==> src/rtl/wb_sdr_arb_pkg.sv <==
// Shared definitions for the round-robin Wishbone arbiter in front of sdrc_top:
// FSM state encodings, cycle type ids and a one-hot to index helper.
package wb_sdr_arb_pkg;

  typedef enum logic [1:0] {
    ARB_IDLE    = 2'd0,
    ARB_GRANT   = 2'd1,
    ARB_RELEASE = 2'd2
  } arb_state_e;

  localparam logic [2:0] CTI_CLASSIC = 3'b000;
  localparam logic [2:0] CTI_INCR    = 3'b010;
  localparam logic [2:0] CTI_EOB     = 3'b111;

  // Index of the set bit in a one-hot vector of up to eight masters; 0 when empty.
  function automatic logic [2:0] onehot_idx(input logic [7:0] oh);
    logic [2:0] idx_s;
    idx_s = 3'd0;
    for (int i = 0; i < 8; i++) begin
      idx_s = idx_s | (oh[i] ? 3'(i) : 3'd0);
    end
    return idx_s;
  endfunction

endpackage

==> src/rtl/wb_sdr_arb_if.sv <==
// Bus bundle between NM Wishbone masters, the arbiter and the sdrc_top slave port.
// The slave modport is the arbiter's view; the master modport is the surrounding system's.
interface wb_sdr_arb_if #(
  parameter int NM = 4,
  parameter int DW = 32,
  parameter int AW = 30
);
  logic [NM-1:0]        m_cyc_i;
  logic [NM-1:0]        m_stb_i;
  logic [NM-1:0]        m_we_i;
  logic [NM*AW-1:0]     m_addr_i;
  logic [NM*DW-1:0]     m_dat_i;
  logic [NM*DW/8-1:0]   m_sel_i;
  logic [NM*3-1:0]      m_cti_i;
  logic [NM-1:0]        m_ack_o;
  logic [DW-1:0]        m_dat_o;
  logic [NM-1:0]        m_gnt_o;

  logic                 s_cyc_o;
  logic                 s_stb_o;
  logic                 s_we_o;
  logic [AW-1:0]        s_addr_o;
  logic [DW-1:0]        s_dat_o;
  logic [DW/8-1:0]      s_sel_o;
  logic [2:0]           s_cti_o;
  logic                 s_ack_i;
  logic [DW-1:0]        s_dat_i;

  modport slave (
    input  m_cyc_i, m_stb_i, m_we_i, m_addr_i, m_dat_i, m_sel_i, m_cti_i,
    output m_ack_o, m_dat_o, m_gnt_o,
    output s_cyc_o, s_stb_o, s_we_o, s_addr_o, s_dat_o, s_sel_o, s_cti_o,
    input  s_ack_i, s_dat_i
  );

  modport master (
    output m_cyc_i, m_stb_i, m_we_i, m_addr_i, m_dat_i, m_sel_i, m_cti_i,
    input  m_ack_o, m_dat_o, m_gnt_o,
    input  s_cyc_o, s_stb_o, s_we_o, s_addr_o, s_dat_o, s_sel_o, s_cti_o,
    output s_ack_i, s_dat_i
  );
endinterface

==> src/rtl/wb_sdr_arb_rr_pick.sv <==
// Rotating priority encoder: one-hot pick of the first requester strictly after
// `last` (wrapping at NM), plus a valid flag when any request is present.
module wb_sdr_arb_rr_pick #(
  parameter int NM = 4,
  parameter int LW = 2
) (
  input  logic [NM-1:0] req,
  input  logic [LW-1:0] last,
  output logic [NM-1:0] pick,
  output logic          valid
);

  // Walk the ring starting one past the previous owner; first hit wins.
  always_comb begin
    logic [LW-1:0] idx_s;
    logic          hit_s;
    pick  = '0;
    valid = 1'b0;
    idx_s = '0;
    hit_s = 1'b0;
    for (int i = 1; i <= NM; i++) begin
      idx_s       = LW'((int'(last) + i) % NM);
      hit_s       = ~valid & req[idx_s];
      pick[idx_s] = pick[idx_s] | hit_s;
      valid       = valid | hit_s;
    end
  end

endmodule

==> src/rtl/wb_sdr_arb.sv <==
// Round-robin Wishbone arbiter sharing the sdrc_top slave port among NM masters.
// A grant spans a whole Wishbone cycle, including CTI incrementing bursts.
module wb_sdr_arb
  import wb_sdr_arb_pkg::*;
#(
  parameter int NM = 4,
  parameter int DW = 32,
  parameter int AW = 30
) (
  input  logic           wb_clk_i,
  input  logic           wb_resetn,
  wb_sdr_arb_if.slave    bus
);

  localparam int LW = (NM > 1) ? $clog2(NM) : 1;
  localparam int SW = DW / 8;

  arb_state_e     state_r;
  arb_state_e     state_nxt_s;
  logic [NM-1:0]  gnt_r;
  logic [NM-1:0]  gnt_nxt_s;
  logic [LW-1:0]  rr_last_r;
  logic [LW-1:0]  rr_last_nxt_s;
  logic [NM-1:0]  pick_s;
  logic           pick_valid_s;
  logic [LW-1:0]  own_idx_s;
  logic           grant_s;

  logic           own_cyc_s;
  logic           own_stb_s;
  logic           own_we_s;
  logic [AW-1:0]  own_addr_s;
  logic [DW-1:0]  own_dat_s;
  logic [SW-1:0]  own_sel_s;
  logic [2:0]     own_cti_s;

  wb_sdr_arb_rr_pick #(
    .NM (NM),
    .LW (LW)
  ) u_rr_pick (
    .req   (bus.m_cyc_i),
    .last  (rr_last_r),
    .pick  (pick_s),
    .valid (pick_valid_s)
  );

  assign own_idx_s = LW'(onehot_idx(8'(gnt_r)));
  assign grant_s   = (state_r == ARB_GRANT);

  // AND-OR mux of the owner's request signals; all zero while nobody is granted.
  always_comb begin
    own_cyc_s  = |(bus.m_cyc_i & gnt_r);
    own_stb_s  = |(bus.m_stb_i & gnt_r);
    own_we_s   = |(bus.m_we_i  & gnt_r);
    own_addr_s = '0;
    own_dat_s  = '0;
    own_sel_s  = '0;
    own_cti_s  = 3'b000;
    for (int k = 0; k < NM; k++) begin
      own_addr_s = own_addr_s | (bus.m_addr_i[k*AW +: AW] & {AW{gnt_r[k]}});
      own_dat_s  = own_dat_s  | (bus.m_dat_i[k*DW +: DW]  & {DW{gnt_r[k]}});
      own_sel_s  = own_sel_s  | (bus.m_sel_i[k*SW +: SW]  & {SW{gnt_r[k]}});
      own_cti_s  = own_cti_s  | (bus.m_cti_i[k*3 +: 3]    & {3{gnt_r[k]}});
    end
  end

  // Next-state logic; the grant is cleared on entry to RELEASE so the gap cycle shows no owner.
  always_comb begin
    state_nxt_s   = state_r;
    gnt_nxt_s     = gnt_r;
    rr_last_nxt_s = rr_last_r;
    case (state_r)
      ARB_IDLE: begin
        if (pick_valid_s) begin
          gnt_nxt_s   = pick_s;
          state_nxt_s = ARB_GRANT;
        end else begin
          gnt_nxt_s   = '0;
        end
      end
      ARB_GRANT: begin
        if (!own_cyc_s || (bus.s_ack_i && (own_cti_s == CTI_EOB))) begin
          rr_last_nxt_s = own_idx_s;
          gnt_nxt_s     = '0;
          state_nxt_s   = ARB_RELEASE;
        end else begin
          state_nxt_s   = ARB_GRANT;
        end
      end
      ARB_RELEASE: begin
        gnt_nxt_s   = '0;
        state_nxt_s = ARB_IDLE;
      end
      default: begin
        gnt_nxt_s   = '0;
        state_nxt_s = ARB_IDLE;
      end
    endcase
  end

  // State, owner and round-robin pointer; reset gives master 0 top priority.
  always_ff @(posedge wb_clk_i) begin
    if (!wb_resetn) begin
      state_r   <= ARB_IDLE;
      gnt_r     <= '0;
      rr_last_r <= LW'(NM - 1);
    end else begin
      state_r   <= state_nxt_s;
      gnt_r     <= gnt_nxt_s;
      rr_last_r <= rr_last_nxt_s;
    end
  end

  assign bus.s_cyc_o  = grant_s & own_cyc_s;
  assign bus.s_stb_o  = grant_s & own_stb_s;
  assign bus.s_we_o   = grant_s & own_we_s;
  assign bus.s_addr_o = grant_s ? own_addr_s : '0;
  assign bus.s_dat_o  = grant_s ? own_dat_s  : '0;
  assign bus.s_sel_o  = grant_s ? own_sel_s  : '0;
  assign bus.s_cti_o  = grant_s ? own_cti_s  : 3'b000;

  // Ack only reaches the owner, even when it drops cyc in the ack cycle.
  assign bus.m_ack_o  = gnt_r & {NM{grant_s & bus.s_ack_i}};
  assign bus.m_dat_o  = bus.s_dat_i;
  assign bus.m_gnt_o  = gnt_r;

endmodule

==> src/flat_wrapper.sv <==
// flat-port wrapper written by rule: the top's interface ports become plain ports
module wb_sdr_arb_flat import wb_sdr_arb_pkg::*;
#(
  parameter int NM = 4,
  parameter int DW = 32,
  parameter int AW = 30
)
  (wb_clk_i, wb_resetn, bus_m_cyc_i, bus_m_stb_i, bus_m_we_i, bus_m_addr_i, bus_m_dat_i, bus_m_sel_i, bus_m_cti_i, bus_m_ack_o, bus_m_dat_o, bus_m_gnt_o, bus_s_cyc_o, bus_s_stb_o, bus_s_we_o, bus_s_addr_o, bus_s_dat_o, bus_s_sel_o, bus_s_cti_o, bus_s_ack_i, bus_s_dat_i);
  wb_sdr_arb_if #(.NM(NM), .DW(DW), .AW(AW)) bus_i ();
  input  logic wb_clk_i;
  input  logic wb_resetn;
  input wire logic [$bits(bus_i.m_cyc_i)-1:0] bus_m_cyc_i;
  input wire logic [$bits(bus_i.m_stb_i)-1:0] bus_m_stb_i;
  input wire logic [$bits(bus_i.m_we_i)-1:0] bus_m_we_i;
  input wire logic [$bits(bus_i.m_addr_i)-1:0] bus_m_addr_i;
  input wire logic [$bits(bus_i.m_dat_i)-1:0] bus_m_dat_i;
  input wire logic [$bits(bus_i.m_sel_i)-1:0] bus_m_sel_i;
  input wire logic [$bits(bus_i.m_cti_i)-1:0] bus_m_cti_i;
  output wire logic [$bits(bus_i.m_ack_o)-1:0] bus_m_ack_o;
  output wire logic [$bits(bus_i.m_dat_o)-1:0] bus_m_dat_o;
  output wire logic [$bits(bus_i.m_gnt_o)-1:0] bus_m_gnt_o;
  output wire logic [$bits(bus_i.s_cyc_o)-1:0] bus_s_cyc_o;
  output wire logic [$bits(bus_i.s_stb_o)-1:0] bus_s_stb_o;
  output wire logic [$bits(bus_i.s_we_o)-1:0] bus_s_we_o;
  output wire logic [$bits(bus_i.s_addr_o)-1:0] bus_s_addr_o;
  output wire logic [$bits(bus_i.s_dat_o)-1:0] bus_s_dat_o;
  output wire logic [$bits(bus_i.s_sel_o)-1:0] bus_s_sel_o;
  output wire logic [$bits(bus_i.s_cti_o)-1:0] bus_s_cti_o;
  input wire logic [$bits(bus_i.s_ack_i)-1:0] bus_s_ack_i;
  input wire logic [$bits(bus_i.s_dat_i)-1:0] bus_s_dat_i;
  assign bus_i.m_cyc_i = bus_m_cyc_i;
  assign bus_i.m_stb_i = bus_m_stb_i;
  assign bus_i.m_we_i = bus_m_we_i;
  assign bus_i.m_addr_i = bus_m_addr_i;
  assign bus_i.m_dat_i = bus_m_dat_i;
  assign bus_i.m_sel_i = bus_m_sel_i;
  assign bus_i.m_cti_i = bus_m_cti_i;
  assign bus_m_ack_o = bus_i.m_ack_o;
  assign bus_m_dat_o = bus_i.m_dat_o;
  assign bus_m_gnt_o = bus_i.m_gnt_o;
  assign bus_s_cyc_o = bus_i.s_cyc_o;
  assign bus_s_stb_o = bus_i.s_stb_o;
  assign bus_s_we_o = bus_i.s_we_o;
  assign bus_s_addr_o = bus_i.s_addr_o;
  assign bus_s_dat_o = bus_i.s_dat_o;
  assign bus_s_sel_o = bus_i.s_sel_o;
  assign bus_s_cti_o = bus_i.s_cti_o;
  assign bus_i.s_ack_i = bus_s_ack_i;
  assign bus_i.s_dat_i = bus_s_dat_i;
  wb_sdr_arb #(.NM(NM), .DW(DW), .AW(AW)) u_core (.wb_clk_i(wb_clk_i), .wb_resetn(wb_resetn), .bus(bus_i));
endmodule
==> config.mk <==
export PLATFORM = sky130hd
export DESIGN_NAME = wb_sdr_arb_flat
export DESIGN_NICKNAME = d
export VERILOG_FILES = /design/src/rtl/wb_sdr_arb_pkg.sv /design/src/rtl/wb_sdr_arb_if.sv /design/src/rtl/wb_sdr_arb_rr_pick.sv /design/src/rtl/wb_sdr_arb.sv /design/src/flat_wrapper.sv
export SDC_FILE = /design/constraint.sdc
export NUM_CORES = 1
export LEC_CHECK = 0
export BUFFER_PORTS_ARGS = -buffer_cell sky130_fd_sc_hd__buf_2
export CAP_MARGIN = 30
export CORE_AREA = 5 5 164 166
export CTS_CLUSTER_DIAMETER = 60
export DETAILED_ROUTE_END_ITERATION = 10
export DIE_AREA = 0 0 169 171
export GPL_ROUTABILITY_DRIVEN = 0
export PLACE_DENSITY = 0.46
export SLEW_MARGIN = 10
export SYNTH_ARGS = -nofsm -noshare
export SYNTH_HDL_FRONTEND = slang
export SYNTH_SLANG_ARGS = --single-unit
==> constraint.sdc <==
create_clock -name wb_clk_i -period 5.22 [get_ports wb_clk_i]
set_input_delay 1.044 -clock wb_clk_i [delete_from_list [all_inputs] [get_ports wb_clk_i]]
set_output_delay 1.044 -clock wb_clk_i [all_outputs]
set_load 0.1 [all_outputs]
* Word-level counts from Yosys, hierarchy flattened
Index checks and enable logic that the tools add are counted.
Word-level totals: output and inout port bits 112, register bits after elaboration 8, input bits 323, logic and storage cells 123
Operators by class: reduce and logical (&&, ||, !) cells 12, muxes and demuxes 40, order comparisons 8, equality and inequality tests 4, add/subtract/negate cells 4, bitwise logic cells 52
Operators with widths (count):
- $and A32 B32 Y32 | 4
- $and A30 B30 Y30 | 4
- $or A32 B32 Y32 | 3
- $or A30 B30 Y30 | 3
- $and A4 B4 Y4 | 9
- $mux W32 | 1
- $mux W30 | 1
- $bmux W1 S2 | 8
- $mux W1 | 13
- $and A3 B3 Y3 | 4
- $bwmux W4 | 3
- $lt A2 B3 Y1 const B | 4
- $mux W4 | 3
- $or A4 B4 Y4 | 3
- $reduce_or A4 Y1 | 3
- $or A3 B3 Y3 | 3
- $demux W1 S2 | 4
- $ge A2 B1 Y1 const B | 4
- $mux W2 | 4
- $pmux W4 S2 | 1
- $and A1 B1 Y1 | 7
- $or A1 B1 Y1 | 7
- $logic_and A1 B1 Y1 | 5
- $add A2 B1 Y2 const B | 2
- other kinds (13) | 17

* Depth between registers and ports, before layout
Gate-level depths: netlist of the first run.
depth after elaboration 20, mapped depth 11, depth with buffers taken out 9

* By module
Synthesis of the first run repeated with hierarchy kept, for this count alone.
Unflattened totals: cells, all modules 414, area, all modules 2937.8 um^2
Modules (own cells, without submodules):
- wb_sdr_arb | sequential area each 160.2 um^2, area each 2257.2 um^2, cells an instance 325, instances 1
- wb_sdr_arb_rr_pick | sequential area each 0.0 um^2, area each 680.7 um^2, cells an instance 89, instances 1

* Worst setup path after synthesis of the first run
Ideal clock, no wire load.
path type reg-to-output, start point register u_core.gnt_r[0] (netlist: u_core.bus.m_gnt_o[0]), end point output port bus_s_addr_o[0], data required time 4.176 ns, setup slack 0.978 ns, path buffers 2, arrival time 3.198 ns, cell stages (with the launch flop) 5, cells stage by stage dfxtp_1 clkbuf_1 buf_1 a22oi_1 a21oi_1
On the way: word-level cells in the longest chain between the ends 5
RTL lines:
- start: declaration | RTL line wb_sdr_arb.sv:20 | logic [NM-1:0] gnt_r;
- start signal: assignment | RTL line wb_sdr_arb.sv:109 | gnt_r <= gnt_nxt_s;
- $and A30 B30 Y30 | RTL line wb_sdr_arb.sv:60 | own_addr_s = own_addr_s | (bus.m_addr_i[k*AW +: AW] & {AW{gnt_r[k]}});
- $or A30 B30 Y30 (3 in a row) | RTL line wb_sdr_arb.sv:60
- $mux W30 | RTL line wb_sdr_arb.sv:117 | assign bus.s_addr_o = grant_s ? own_addr_s : '0;
- end: declaration | RTL line flat_wrapper.sv:25 | output wire logic [$bits(bus_i.s_addr_o)-1:0] bus_s_addr_o;
Every way passes these cells.

* Worst setup path after layout of the first run
start point register u_core.rr_last_r[0], end point register u_core.gnt_r[3] (netlist: u_core.bus.m_gnt_o[3])
On the way: word-level cells in the longest chain between the ends 20, elaborated cells between the ends (all ways) 59, those cells by class add/sub (4); order compare (8); mux (29); bitwise (14); reduce/logical (4)
RTL lines:
- start: declaration | RTL line wb_sdr_arb.sv:22 | logic [LW-1:0] rr_last_r;
- start signal: assignment | RTL line wb_sdr_arb.sv:106 | rr_last_r <= LW'(NM - 1);
- start signal: assignment | RTL line wb_sdr_arb.sv:110 | rr_last_r <= rr_last_nxt_s;
- $add A2 B1 Y2 | RTL line wb_sdr_arb_rr_pick.sv:22 | idx_s = LW'((int'(last) + i) % NM);
- $lt A2 B3 Y1 (not written as such) or $ge A2 B1 Y1 (tied branches) | RTL line wb_sdr_arb_rr_pick.sv:24 | pick[idx_s] = pick[idx_s] | hit_s;
- $logic_and A1 B1 Y1 (not written as such) | RTL line wb_sdr_arb_rr_pick.sv:24
- $mux W1 (not written as such) | RTL line wb_sdr_arb_rr_pick.sv:24
- $demux W1 S2 | RTL line wb_sdr_arb_rr_pick.sv:24
- $and A4 B4 Y4 (no source line)
- $bmux W1 S2 | RTL line wb_sdr_arb_rr_pick.sv:24
- $mux W1 (not written as such) | RTL line wb_sdr_arb_rr_pick.sv:24
- (+4 left out)
- $or A1 B1 Y1 | RTL line wb_sdr_arb_rr_pick.sv:24
- $bwmux W4 | RTL line wb_sdr_arb_rr_pick.sv:24
- $bmux W1 S2 | RTL line wb_sdr_arb_rr_pick.sv:24
- $mux W1 (not written as such) | RTL line wb_sdr_arb_rr_pick.sv:24
- $or A1 B1 Y1 | RTL line wb_sdr_arb_rr_pick.sv:24
- $bwmux W4 | RTL line wb_sdr_arb_rr_pick.sv:24
- $mux W4 (*) | RTL line wb_sdr_arb.sv:74 | if (pick_valid_s) begin
- $pmux W4 S2 (*) | RTL line wb_sdr_arb.sv:72 | case (state_r)
Mark *: on every way between the ends. The rest lies on a longest branch, timed or not. The select of a mux whose other input is x is not followed. A chain may end at the register's enable or synchronous reset.

==> results.json, run 1 <==
{
  "cts_tree": "built",
  "final_area_um2": 4820,
  "report.final.setup_viol": 0,
  "ctsHoldBuffers": 0,
  "dieArea_um2": 28900,
  "grt_pass1_vias": 4371,
  "post-route-drc-count": 0,
  "synth-async-reset-ratio": 0,
  "drive_above_1_share": 0.578,
  "hold_viol_final": 0,
  "rows": 59,
  "dpl.hpwl_um": 16600,
  "internal-power_w": 0.000754,
  "syn-cell-area_um2": 2840,
  "insertion_delay_ns": 0.23,
  "worstPathMaxFanout": 19,
  "synthDistinctLibCells": 48,
  "avgSynthCellArea_um2": 7.16,
  "portBuffers": 370,
  "vias": 4750,
  "tightest_slew_ns": 0.764,
  "fin_crit_ns": 3.71,
  "wl_per_cell_um": 19.4,
  "whs_ns": 0.601,
  "grtUsageTotal": 0.120,
  "cts_max_path_buffers": 2,
  "antenna_cells": 0,
  "ys.flop_type": "dfxtp_1",
  "area_growth_pct": 69.8,
  "drt-total-wl_um": 20100,
  "core_um2": 25500,
  "switching_share": 0.707,
  "cts_resized": 0,
  "pin_count": 435,
  "yosys_warnings": 0,
  "drtIter0Drc": 482,
  "synth_cells": 397,
  "cp-start-kind": "register",
  "yosysSeqAreaShare": 0.0564,
  "final_antenna_net_count": 0,
  "finalMaxSlewViolations": 0,
  "synth-edff-count": 0,
  "cts_max_level": 1,
  "post_cts_buffers": 0,
  "drv_cap": 0,
  "max_clock_freq_mhz": 270,
  "fillers": 2904,
  "finalSetupTns_ns": 0,
  "first_pass_iters": 5,
  "cts_sinks": 8,
  "p_leak_nw": 2.28,
  "viasPerCell": 4.58,
  "critical_path_class": "reg2reg",
  "cts_made_buffers": 3,
  "rsz0062_at_grt": "false",
  "synth_fp_nets": 728,
  "placed_cell_area_um2": 4750,
  "clk_pin_slew_ns": 0.04,
  "period_share": 0.710,
  "layout_common_cells": "370 x buf_2, 145 x a22oi_1, 76 x a21oi_1",
  "relSlewSlack": 0.490,
  "synth_seq_cells": 8,
  "combPwrFrac": 0.882,
  "finClkSkew_ns": 0.00200,
  "peakVddDrop_uv": 215,
  "p_clk_frac": 0.049,
  "grt_max_degree": 74,
  "nNetsFinal": 1034,
  "critPathArrivalTime_ns": 3.82,
  "end_kind": "register",
  "layout_commonest_cell": "buf_2",
  "antenna_found_initial": 1,
  "initial_utilization": 0.112,
  "powerDensity_nw_per_um2": 534,
  "seqPwrFrac": 0.068,
  "fp.dieW_um": 169,
  "die_h_um": 171,
  "status": "complete, no violations",
  "cp_data_required_time_ns": 5.34,
  "cts_root_buf": "clkbuf_16",
  "grt-ovfl-total": 0,
  "min_path_type": "reg2reg",
  "power.switching_w": 0.00182,
  "grt_pass1_wl_um": 27200
}
==> logic make-up after synthesis <==
group,count (synthesis),share of synthesized area
AO/OA/AOI/OAI,246,0.585
adder cells (fa/ha/maj),8,0.0352
buffers and inverters,83,0.170
flip-flops,8,0.0564
multiplexers,12,0.0704
AND/OR/NAND/NOR,40,0.0837
==> cells in the mapped netlist, types with 3 or more instances <==
master	number	share of area
a22oi_1	145	0.38
a21oi_1	76	0.13
buf_4	36	0.095
clkbuf_1	27	0.036
buf_1	11	0.015
dfxtp_1	8	0.056
ha_1	8	0.035
nand2_1	8	0.011
o21ai_0	8	0.014
nor2_1	6	0.0079
and3_1	5	0.011
inv_1	5	0.0066
mux2_2	4	0.016
a221oi_1	3	0.0092
mux4_2	3	0.024
nor2b_1	3	0.0066
==> routing by layer <==
layer / share of wire / global-route usage / wire [um] / vias to the layer above
met4: 0.019 / 0.0270 / 376 / 0
met5: 0 / 0 / 0 / -
met1: 0.41 / 0.163 / 8220 / 2259
met3: 0.082 / 0.0136 / 1640 / 22
met2: 0.49 / 0.204 / 9840 / 288
li1: - / - / - / 2181
==> stage by stage <==
step	power (W)	util	setup slack, ns	instances
floorplan	0.00205	-	0.978	397
global placement	0.00245	0.186	1.59	1033
detailed placement	0.00245	0.186	1.55	1033
CTS	0.00258	0.189	1.54	1036
global route	0.00271	0.189	1.29	1036
finish	0.00258	0.189	1.51	1036
==> path summary, 6_finish.rpt <==
kind,cells after the start,slack [ns],startpoint,to
worst max register to register,9,1.51,u_core.rr_last_r[0]$_SDFFE_PN1P_,u_core.bus.m_gnt_o[3]$_SDFFE_PN0P_
worst min register to register,3,0.60,u_core.state_r[1]$_SDFFE_PN0P_,u_core.state_r[0]$_SDFFE_PN0P_
worst max-delay path,9,1.51,u_core.rr_last_r[0]$_SDFFE_PN1P_,u_core.bus.m_gnt_o[3]$_SDFFE_PN0P_
worst min-delay path,3,0.60,u_core.state_r[1]$_SDFFE_PN0P_,u_core.state_r[0]$_SDFFE_PN0P_
==> flip-flops by register name (all words and copies together) (netlist names) <==
name	cells
u_core.rr_last_r	2
u_core.bus.m_gnt_o	4
u_core.state_r	2
==> critical path: stages, from the launching register on <==
cell and delay [ns]:
dfxtp_1 0.81, inv_1 0.23, ha_1 0.44, mux4_2 0.64
mux2_4 0.39, a221oi_1 0.40, mux2_2 0.22, a211o_2 0.11
nand4_1 0.09, a32o_1 0.26
==> area by class of cell <==
cell class	instances	area, um2	share of cell area
timing repair buffer	379	1940	0.403
tap	335	419	0.0869
multi-input combinational	306	2200	0.456
clock buffer	3	75.1	0.0156
sequential	8	165	0.0342
inverter	5	18.8	0.00389
==> power by group through the flow <==
stage	combinational (W)	sequential (W)	clock, W
floorplan	0.00188	0.000164	0
detailed placement	0.00227	0.000180	0
global route	0.00240	0.000184	0.000135
CTS	0.00228	0.000178	0.000130
global placement	0.00227	0.000180	0
finish	0.00227	0.000176	0.000127
(Power assumes the default switching activity.)
==> inputs of run 2 (changes only) <==
CORE_AREA = 5 5 166 168   (was 5 5 164 166)
DIE_AREA = 0 0 171 173   (was 0 0 169 171)
PLACE_DENSITY = 0.47   (was 0.46)
clock period = 3.1 ns   (was 5.22 ns; I/O delays follow)
==> run 2 against run 1 <==
Worst hold slack better by 0.011 ns. Fmax is 24% higher. Clock-buffer cell count grew 1. Critical path depth unchanged. Setup slack lost 1.4 ns. Via count fell by 1.9%. Final cell count grew 0.39%. Wire length decreased by 6.9%. Critical path type unchanged. Largest cell class unchanged. Largest power group unchanged.
==> results.json, run 2 (synthesis gave the netlist of run 1 again) <==
{
  "finalSetupTns_ns": 0,
  "dieArea_um2": 29600,
  "ctsHoldBuffers": 0,
  "initial_utilization": 0.110,
  "grt_max_degree": 42,
  "grt_util_met2": 0.204,
  "seqPwrFrac": 0.055,
  "power.switching_w": 0.00353,
  "drtIter0Drc": 272,
  "largest_reg_flops": 4,
  "insertion_delay_ns": 0.23,
  "finalPower_w": 0.00505,
  "antenna_found_initial": 1,
  "drv_cap": 0,
  "post_cts_buffers": 0,
  "cp_top_family": "multiplexers",
  "cp-start-kind": "register",
  "antenna_cells": 0,
  "final_antenna_net_count": 0,
  "critPathArrivalTime_ns": 3.10,
  "relSlewSlack": 0.644,
  "layout_commonest_cell": "buf_2",
  "cts_root_buf": "clkbuf_16",
  "grt-ovfl-total": 0,
  "grt_pass1_vias": 4753,
  "gr-usage-met1": 0.138,
  "critical_path_class": "reg2reg",
  "portBuffers": 370,
  "clk_pin_slew_ns": 0.04,
  "combPwrFrac": 0.900,
  "fin_crit_ns": 2.98,
  "nNetsFinal": 1037,
  "report.final.setup_viol": 0,
  "fillers": 2854,
  "critical-path-max-stage-delay_ns": 0.62,
  "hold_viol_final": 0,
  "area_growth_pct": 100,
  "grt_busiest_layer": "met2",
  "p_leak_nw": 2.35,
  "end_kind": "register",
  "dpl.hpwl_um": 15400,
  "internal-power_w": 0.00152,
  "period_share": 0.962,
  "viasPerCell": 4.48,
  "critPathBufInv": 1,
  "fp.dieW_um": 171,
  "post-route-drc-count": 0,
  "first_pass_iters": 5,
  "powerDensity_nw_per_um2": 887,
  "worstPathMaxFanout": 9,
  "cts_max_level": 1,
  "wl_per_cell_um": 18.0,
  "layout_common_cells": "370 x buf_2, 145 x a22oi_1, 67 x a21oi_4, 8 x nand2_1, 8 x o21ai_0",
  "critical_path.cell_chain": "inv_1, ha_4, mux4_2, mux2_4, a221oi_1, mux2_2, a211o_2, nand4_1, a32o_1",
  "grt_pass1_wl_um": 27200,
  "max_clock_freq_mhz": 335,
  "p_clk_frac": 0.045,
  "vias": 4658,
  "cts_max_path_buffers": 2,
  "switching_share": 0.698,
  "grtUsageTotal": 0.113,
  "min_path_type": "in2reg",
  "grt_use_met3": 0.0169,
  "core_um2": 25800,
  "peakVddDrop_uv": 416,
  "cts_tree": "built",
  "pin_count": 435,
  "rows": 59,
  "rsz0062_at_grt": "false",
  "final_util": 0.221,
  "tightest_slew_ns": 0.533,
  "die_h_um": 173,
  "status": "complete, no violations",
  "finClkSkew_ns": 0.00443,
  "drt-total-wl_um": 18700,
  "finalMaxSlewViolations": 0,
  "reg2reg_slack_ns": 0.12,
  "cts_made_buffers": 3,
  "cts_sinks": 8,
  "cp_slowest_cell": "mux4_2",
  "cp_data_required_time_ns": 3.22,
  "drive_above_1_share": 0.684
}
-- run 2: changes by cell type in the layout (fill, tap and decap cells not counted) --
cell,previous run,this run
ha_4,0,1
a21oi_4,0,67
a21oi_2,0,5
a21oi_1,76,4
a221oi_1,3,2
dfxtp_2,4,1
buf_12,2,5
nand2b_2,1,0
nand2b_4,0,1
a221oi_2,0,1
clkbuf_1,0,1
ha_1,8,7
dfxtp_4,0,3
-- run 2: what timing repair did --
item                                    4_1_cts  5_1_grt
gates resized for setup                       0        1
hold endpoints to repair                      0        0
endpoints found under the setup margin        0        3
-- run 2: worst register-to-register path, delay by kind of cell (launching register included) --
kind            cells  cell delay (ns)
mux                 3             1.24
compound gates      3             0.77
fa+ha+maj           1             0.33
flops               1             0.32
buf+inv             1             0.12
simple gates        1             0.09
-- run 2: per-layer routing --
metal | vias to the layer above | routed length (um)
met5 | - | 13
met1 | 2182 | 7280
met3 | 36 | 1590
met4 | 2 | 398
met2 | 246 | 9420
li1 | 2192 | -
-- run 2: stage by stage --
stage | area [um2] | setup WS [ns] | std cells | hold WS [ns]
after floorplan | 3630 | -0.168 | 397 | 0.526
after global placement | 5610 | 0.193 | 1036 | 0.617
after detailed placement | 5610 | 0.166 | 1036 | 0.602
after CTS | 5690 | 0.120 | 1040 | 0.614
after global routing | 5690 | 0.00905 | 1040 | 0.651
final | 5690 | 0.117 | 1040 | 0.613
-- run 2: final timing paths --
kind | startpoint | end | depth (start not counted)
setup / recovery | u_core.rr_last_r[1]$_SDFFE_PN1P_ | u_core.bus.m_gnt_o[3]$_SDFFE_PN0P_ | 9
hold / removal | wb_resetn | u_core.rr_last_r[0]$_SDFFE_PN1P_ | 2
setup reg to reg | u_core.rr_last_r[1]$_SDFFE_PN1P_ | u_core.bus.m_gnt_o[3]$_SDFFE_PN0P_ | 9
hold reg to reg | u_core.state_r[1]$_SDFFE_PN0P_ | u_core.state_r[0]$_SDFFE_PN0P_ | 3
-- run 2: cell type report --
class | instances | area [um2] | area share
multi-input combinational | 306 | 3000 | 0.527
timing repair buffer | 382 | 2000 | 0.352
tap | 335 | 419 | 0.0736
sequential | 8 | 173 | 0.0303
clock buffer | 4 | 78.8 | 0.0138
inverter | 5 | 18.8 | 0.00330
-- run 2: power groups by stage --
stage	clock network [W]	logic (W)	registers, W
finish	0.000228	0.00454	0.000278
detailed placement	0	0.00452	0.000288
CTS	0.000230	0.00454	0.000291
floorplan	0	0.00382	0.000276
global placement	0	0.00454	0.000282
global route	0.000234	0.00477	0.000295
==> inputs of run 3 (changes only) <==
ABC_AREA = 1   (was not set)
CORE_AREA = 5 5 167 169   (was 5 5 166 168)
DIE_AREA = 0 0 172 174   (was 0 0 171 173)
==> run 3 against run 2 <==
Synthesized area rose by 4.8%. Sequential share of layout area fell by 0.44 points. Combinational power shrank 2%. Wire length is 14% higher. Final cell count grew 18%. First-iteration DRC count decreased by 11%.
==> results.json, run 3 <==
{
  "status": "complete, no violations",
  "layout_common_cells": "370 x buf_2, 313 x nand2_1, 67 x a41oi_4, 25 x nand3_1, 18 x inv_1",
  "finClkSkew_ns": 0.00254,
  "grt_pass1_wl_um": 30700,
  "critPathArrivalTime_ns": 2.80,
  "cts_made_buffers": 3,
  "synth_common_cells": "314 x nand2_1, 68 x a41oi_1, 32 x buf_4",
  "synth_most_common_cell": "nand2_1",
  "wl_per_cell_um": 17.3,
  "end_kind": "register",
  "grt_max_degree": 77,
  "final_cells": 1226,
  "rsz0062_at_grt": "false",
  "yosysTopAreaCellShare": 0.396,
  "synthDistinctLibCells": 27,
  "dp.cells": 1223,
  "cp_data_required_time_ns": 3.21,
  "rows": 60,
  "synth-async-reset-ratio": 0,
  "cts_max_level": 1,
  "drtIter0Drc": 243,
  "seq_area_um2": 165,
  "drive_above_1_share": 0.540,
  "largest_reg_flops": 4,
  "synth_seq_cells": 8,
  "vias": 5243,
  "cts_sinks": 8,
  "ys.flop_type": "dfxtp_1",
  "grt_pass1_vias": 5449,
  "area_growth_pct": 114,
  "dpl.hpwl_um": 17900,
  "report.final.setup_viol": 0,
  "core_um2": 26400,
  "post-route-drc-count": 0,
  "layout_commonest_cell": "buf_2",
  "cp-start-kind": "register",
  "yosysSeqAreaShare": 0.0538,
  "antenna_cells": 0,
  "period_share": 0.866,
  "antenna_found_initial": 0,
  "cp_slowest_cell": "dfxtp_1",
  "synth_cells": 574,
  "synth_fp_nets": 905,
  "finalMaxSlewViolations": 0,
  "fillers": 2976,
  "viasPerCell": 4.28,
  "critical-path-max-stage-delay_ns": 0.48,
  "nNetsFinal": 1218,
  "dieArea_um2": 29900,
  "peakVddDrop_uv": 300,
  "cts_max_path_buffers": 2,
  "powerDensity_nw_per_um2": 762,
  "critPathBufInv": 2,
  "portBuffers": 370,
  "synth_top_area_cell": "nand2_1",
  "finalPower_w": 0.00486,
  "tightest_slew_ns": 0.663,
  "pin_count": 435,
  "fin_crit_ns": 2.69,
  "initial_utilization": 0.113,
  "yosys-top-cells-area": "nand2_1 40%, a41oi_1 20%, buf_4 8.1%",
  "clk_pin_slew_ns": 0.04,
  "drv_cap": 0,
  "grtUsageTotal": 0.129,
  "multi_input_area_um2": 3630,
  "cp_top_family": "simple AND/OR/NAND/NOR gates",
  "avgSynthCellArea_um2": 5.19,
  "critical_path.cell_chain": "inv_2, ha_1, inv_1, nand3_2, nand4_1, nand3_1, nand2_2, nand3_1, nand3_1, nand3_1, nand2_2, nand3_1, nand3_1, nand3_1, nand2_2, nand3_1, nand2_1, a21oi_1",
  "fp.dieW_um": 172,
  "grt-ovfl-total": 0,
  "cts_root_buf": "clkbuf_16",
  "first_pass_iters": 4,
  "ctsHoldBuffers": 0,
  "synth-edff-count": 0,
  "insertion_delay_ns": 0.23,
  "p_leak_nw": 2.47,
  "max_clock_freq_mhz": 372,
  "die_h_um": 174,
  "critical_path_class": "reg2reg",
  "final_antenna_net_count": 0,
  "cts_resized": 0,
  "cts_tree": "built",
  "hold_viol_final": 0,
  "relSlewSlack": 0.558,
  "final_util": 0.241,
  "post_cts_buffers": 0,
  "syn-cell-area_um2": 2980,
  "worstPathMaxFanout": 10,
  "min_path_type": "reg2reg",
  "drt-total-wl_um": 21200,
  "critPathMostFrequentCell": "nand3_1",
  "yosys_warnings": 0
}
[run 3: changes by cell type in the layout (fill, tap and decap cells not counted), sizes merged, moves of 6 or more]
cell and change:
a21oi -67, a22oi -145, a41oi +68, and3 -6
inv +16, nand2 +312, nand3 +26, nor2 +6
[run 3: path summary, 6_finish.rpt]
kind | from | endpoint | depth (start not counted) | slack [ns]
max | u_core.rr_last_r[1]$_SDFFE_PN1P_ | u_core.bus.m_gnt_o[1]$_SDFFE_PN0P_ | 18 | 0.41
min | u_core.bus.m_gnt_o[1]$_SDFFE_PN0P_ | u_core.bus.m_gnt_o[1]$_SDFFE_PN0P_ | 2 | 0.55
max reg2reg | u_core.rr_last_r[1]$_SDFFE_PN1P_ | u_core.bus.m_gnt_o[1]$_SDFFE_PN0P_ | 18 | 0.41
min reg2reg | u_core.bus.m_gnt_o[1]$_SDFFE_PN0P_ | u_core.bus.m_gnt_o[1]$_SDFFE_PN0P_ | 2 | 0.55
[run 3: power breakdown]
group	total (W)	internal (W)	switching [W]
logic	0.00446	0.00104	0.00341
registers	0.000189	0.000139	0.0000494
clock network	0.000219	0.000166	0.0000525
total	0.00486	0.00135	0.00351
[run 3: per-stage QoR]
step                TNS (ns)  hold WS [ns]  setup slack, ns  instance area (um2)
floorplan             -0.165         0.548           -0.165                 4260
global placement           0         0.547            0.530                 6280
detailed placement         0         0.549            0.477                 6310
CTS                        0         0.557            0.383                 6380
global route               0         0.581            0.171                 6380
finish                     0         0.546            0.414                 6380
[run 3: worst min-delay path, delay by kind of cell (launching register included)]
| family | cells | cell delay (ns) |
|---|---|---|
| compound gates | 1 | 0.05 |
| flops | 1 | 0.37 |
| simple gates | 1 | 0.08 |
[run 3: cell type report]
cell class	instances	area share
multi-input cells	472	0.569
flip-flops and latches	8	0.0259
clock buffers	3	0.0118
inverters	21	0.0124
well taps	341	0.0669
repair buffers	381	0.314
[run 3: metal layers]
layer | GRT usage | up-vias | share of wire
met5 | 0 | - | 0
met2 | 0.236 | 262 | 0.50
met1 | 0.160 | 2396 | 0.40
met4 | 0.0252 | 0 | 0.020
li1 | - | 2548 | -
met3 | 0.0193 | 37 | 0.082
[run 3: kinds of logic (layout without fill, tap and decap cells)]
kind of cell	after synthesis	after routing	share of synthesized area
compound gates	96	96	0.260
fa+ha+maj	8	8	0.0336
buf+inv	94	405	0.161
flops	8	8	0.0538
simple gates	368	368	0.492
